--- src/rtl/mux2_rr_arbiter.sv ---
// Two-requester round-robin arbiter driving one 2:1 mux into a single-entry
// registered output buffer, with a per-owner burst limit under contention.
module mux2_rr_arbiter #(
  parameter int WIDTH     = 8,
  parameter int MAX_BURST = 4
) (
  input  logic             clk,
  input  logic             rst,
  input  logic             req_a,
  input  logic [WIDTH-1:0] data_a,
  output logic             ack_a,
  input  logic             req_b,
  input  logic [WIDTH-1:0] data_b,
  output logic             ack_b,
  output logic             selo,
  output logic [WIDTH-1:0] out_data,
  output logic             out_valid,
  input  logic             out_ready,
  output logic             busy
);

  localparam int CW = $clog2(MAX_BURST) + 1;
  localparam logic [CW-1:0] MAX_CNT = CW'(MAX_BURST);
  localparam logic [CW-1:0] ONE_CNT = CW'(1);

  typedef enum logic [1:0] {IDLE, OWN_A, OWN_B} state_t;

  state_t           state_reg, state_next;
  logic [CW-1:0]    cnt_reg, cnt_next, cnt_inc;
  logic             last_a_reg, last_a_next;  // 1 when A was the most recent grantee
  logic             selo_reg, selo_next;
  logic             busy_reg;
  logic [WIDTH-1:0] data_reg, mux_data;
  logic             valid_reg;
  logic             acc;
  logic             grant_a, grant_b;

  assign acc     = ~valid_reg | out_ready;
  assign cnt_inc = (cnt_reg < MAX_CNT) ? cnt_reg + ONE_CNT : MAX_CNT;

  always_comb begin
    state_next  = state_reg;
    cnt_next    = cnt_reg;
    last_a_next = last_a_reg;
    selo_next   = selo_reg;
    grant_a     = 1'b0;
    grant_b     = 1'b0;
    if (acc && !rst) begin
      unique case (state_reg)
        IDLE: begin
          if (req_a && (!req_b || !last_a_reg)) grant_a = 1'b1;
          else if (req_b)                       grant_b = 1'b1;
        end
        OWN_A: begin
          if (req_a && ((cnt_reg < MAX_CNT) || !req_b)) grant_a = 1'b1;
          else if (req_b)                               grant_b = 1'b1;
          else begin
            state_next = IDLE;
            selo_next  = 1'b0;
            cnt_next   = '0;
          end
        end
        OWN_B: begin
          if (req_b && ((cnt_reg < MAX_CNT) || !req_a)) grant_b = 1'b1;
          else if (req_a)                               grant_a = 1'b1;
          else begin
            state_next = IDLE;
            selo_next  = 1'b0;
            cnt_next   = '0;
          end
        end
        default: state_next = IDLE;
      endcase
      // A repeat grant extends the burst; a fresh grant restarts it at one beat.
      if (grant_a) begin
        state_next  = OWN_A;
        selo_next   = 1'b1;
        last_a_next = 1'b1;
        cnt_next    = (state_reg == OWN_A) ? cnt_inc : ONE_CNT;
      end
      if (grant_b) begin
        state_next  = OWN_B;
        selo_next   = 1'b0;
        last_a_next = 1'b0;
        cnt_next    = (state_reg == OWN_B) ? cnt_inc : ONE_CNT;
      end
    end
  end

  // The mux follows the select being granted this cycle, not the registered one.
  assign mux_data = selo_next ? data_a : data_b;

  always_ff @(posedge clk or posedge rst) begin
    if (rst) begin
      state_reg  <= IDLE;
      cnt_reg    <= '0;
      last_a_reg <= 1'b0;
      selo_reg   <= 1'b0;
      busy_reg   <= 1'b0;
    end else begin
      state_reg  <= state_next;
      cnt_reg    <= cnt_next;
      last_a_reg <= last_a_next;
      selo_reg   <= selo_next;
      busy_reg   <= (state_next != IDLE);
    end
  end

  always_ff @(posedge clk or posedge rst) begin
    if (rst) begin
      data_reg  <= '0;
      valid_reg <= 1'b0;
    end else if (grant_a || grant_b) begin
      data_reg  <= mux_data;
      valid_reg <= 1'b1;
    end else if (out_ready) begin
      valid_reg <= 1'b0;
    end
  end

  assign ack_a     = grant_a;
  assign ack_b     = grant_b;
  assign selo      = selo_reg;
  assign busy      = busy_reg;
  assign out_data  = data_reg;
  assign out_valid = valid_reg;

endmodule

--- config.mk ---
export PLATFORM = sky130hd
export DESIGN_NAME = mux2_rr_arbiter
export DESIGN_NICKNAME = d
export VERILOG_FILES = /design/src/rtl/mux2_rr_arbiter.sv
export SDC_FILE = /design/constraint.sdc
export NUM_CORES = 1
export LEC_CHECK = 0
export CORE_MARGIN = 2
export CORE_UTILIZATION = 41
export DETAILED_ROUTE_END_ITERATION = 7
export GPL_TIMING_DRIVEN = 0
export HOLD_SLACK_MARGIN = 0.1
export PLACE_DENSITY = 0.74
export SETUP_SLACK_MARGIN = 0.3
export SLEW_MARGIN = 20
export SYNTH_ARGS = -nofsm -noshare
export SYNTH_HDL_FRONTEND = slang
export SYNTH_SLANG_ARGS = --single-unit
export TNS_END_PERCENT = 100
--- constraint.sdc ---
create_clock -name clk -period 2 [get_ports clk]
set_input_delay 0.4 -clock clk [delete_from_list [all_inputs] [get_ports clk]]
set_output_delay 0.4 -clock clk [all_outputs]
set_load 0.02 [all_outputs]
==> metrics.txt <==
status finished with violations; failing checks negative setup slack; H-tree depth 1; CP Class reg2out; vias in the first global route 1214; Slew HR 0.558; first-pass GRT wire length 5820 um; reg-to-reg endpoint out_data[1]; Hold Fails Final Rpt 0; Largest register FFs 8; slowest CP cell dfrtp_2; Mapped Nets 147; insertion delay to the later sink of the worst-skew pair 0.29 ns; CTS tree built; Syn Area/Cell 9.14 um^2; Max Fanout on Critical Path 3; critical path required time 1.60 ns; vias per std cell 5.71; FF+latch count, synth 17; CTS Sinks 17; Hold EP cnt_reg[1]; hold_sp cnt_reg[1]; Layout area overhead 73.6%; DIE HEIGHT 55.9 um; CP Capture Type output port; DRT Wirelength 3600 um; multi-input logic area 724 um^2; register area share after synthesis 0.385; Fillers 162; I/O pin count 34; largest net degree at the start of global routing 18; Die Footprint 0.00313 mm^2; Worst Path Arrival 1.90 ns; Peak VDD IR 1.03 mV; top-count cell post-synth dfrtp_1; All-Layer GR Usage 0.237; Synth Area in Simple Gates 0.182; DRT antenna net count 0; Crit path max-delay family compound AO/OA/AOI/OAI gates; Slew Viols, Final 0; clock skew 0.00113 ns; Synth Area in Compound Gates 0.259; initial antenna violation count 0; R2R depth 11; num rows 18; Leak Pwr 0.824 nW; WHS Path Cells 2; hold_buf cts 0; Root Driver clkbuf_4; mux contribution to synthesized area 0.0181; area leader, netlist dfrtp_1; Synth top area share 0.385; Via Count 1228; Final #Nets 212; setup ws final -0.295 ns; Syn Std Cell Area 0.00111 mm^2; Max Cap Viol 0; Worst-path clk slew 0.09 ns; Worst-Margin Slew 0.663 ns; dominant synthesized flop cell dfrtp_1; EDFF count, synth 0; final setup fails 19; synthesized-area fraction occupied by adder cells 0.0566; share of post-route cells with drive strength above 1 0.373; period utilization 1.15; Reg area 428 um^2; Post-synth top cells 17 x dfrtp_1, 15 x nor2_1, 13 x o21ai_0, 9 x inv_1, 9 x nand3_1; max incr delay on CP 0.44 ns; initial core utilization 0.438; achievable frequency 436 MHz; DRC Markers 0; Detailed Routing Iterations Pass 1 4; Cells after Synth 121; post-DP HPWL 2040 um; Ant. Diodes 0; startpoint type of the worst setup path register; Synth area leaders dfrtp_1 38%, o21ai_0 5.9%, ha_1 5.7%; WL per Instance 16.7 um; Max Buffers Root-to-Sink 2; hold crit path type reg2reg; dpl cells 183; Post-synth ARST share 1.00; GRT Residual Overflow 0; largest family of logic cells by synthesized area compound AO/OA/AOI/OAI gates; cell repeated most along the worst path buf_6; FF-to-FF Start state_reg[1]; Iter 0 DRT Violations 41; Reg2Reg Setup Slack -0.23 ns; routability congestion estimate 0.766; Final min period 2.30 ns; buffers plus inverters on the worst setup path 4; Num CTS Buffers 3; Yosys cell types 36; core area 0.00252 mm^2; Post-Layout Cell Count 215; crit-path cells ha_4, buf_6, a21boi_2, o211ai_1, a21o_4, inv_2, buf_6, buf_6; RSZ-0062 raised after global routing yes; Power Dens Cells 1470 mW/mm^2; Synth Area in XOR/XNOR 0; port bufs 32; hold slack final 0.530 ns; Synthesis Warnings 0; Die W 55.9 um
## placed cells by master, fill, tap and decap left out, types with 3 or more instances in the layout
cell	count
buf_4	15
inv_1	6
nor2_1	12
clkbuf_4	3
a21oi_1	4
a31oi_1	8
buf_6	18
dfrtp_1	15
dlymetal6s2s_1	5
nand3_1	9
o21ai_1	6
clkdlybuf4s50_1	23
o21ai_0	6
ha_4	4
nand2_1	3
## routing by layer
metal	wire [um]	vias up	GRT usage
met4	96	0	0.0748
met1	1520	596	0.294
met2	1750	51	0.401
li1	-	571	-
met5	0	-	0
met3	236	10	0.0605
## tightest hold or removal path: cells and delay by family, from the launching register on
family,cells,cell delay (ns)
DFF,1,0.39
buffers and inverters,1,0.05
muxes,1,0.05
## timing repair
action / 4_1_cts / 5_1_grt
cloned: 3 / 0
resized for setup: 39 / 19
endpoints found under the setup margin: 19 / 24
pin swaps: 10 / 8
buffers inserted: 22 / 3
## logic make-up after synthesis
logic type,Yosys count
and+or+nand+nor,39
DFF,17
muxes,2
AOI/OAI and AO/OA,43
buffers and inverters,15
adders and majority gates,5
## per-stage QoR
step	instance area (um^2)	TNS, ns	total power [mW]	setup slack, ns	utilization
floorplan	1170	0	1.61	0.0645	-
global placement	1530	-4.70	2.05	-0.805	0.607
detailed placement	1530	-5.39	2.09	-0.837	0.607
CTS	1850	-2.08	2.67	-0.283	0.733
global route	1920	-4.46	3.00	-0.355	0.761
finish	1920	-3.14	2.82	-0.295	0.761
## worst max path at each step
stage	start	endpoint	slack, ns	depth (start not counted)
finish	state_reg[1]	ack_b	-0.30	8
global route	state_reg[0]	ack_b	-0.35	9
CTS	state_reg[1]	ack_b	-0.28	7
detailed placement	req_a	ack_b	-0.84	7
global placement	req_a	ack_b	-0.80	7
floorplan	state_reg[0]	ack_b	0.06	7
## power by group
part,internal (mW),switching (mW)
clock,0.0776,0.104
combinational,1.03,0.989
sequential,0.509,0.110
## cell type report
| class | instances | share of cell area |
|---|---|---|
| Clock buffer | 4 | 0.0137 |
| Multi-Input combinational cell | 90 | 0.377 |
| Tap cell | 30 | 0.0195 |
| Inverter | 9 | 0.0202 |
| Sequential cell | 17 | 0.223 |
| Timing Repair Buffer | 59 | 0.307 |
| Buffer | 6 | 0.0397 |
Power figures use the tool's default switching activity.
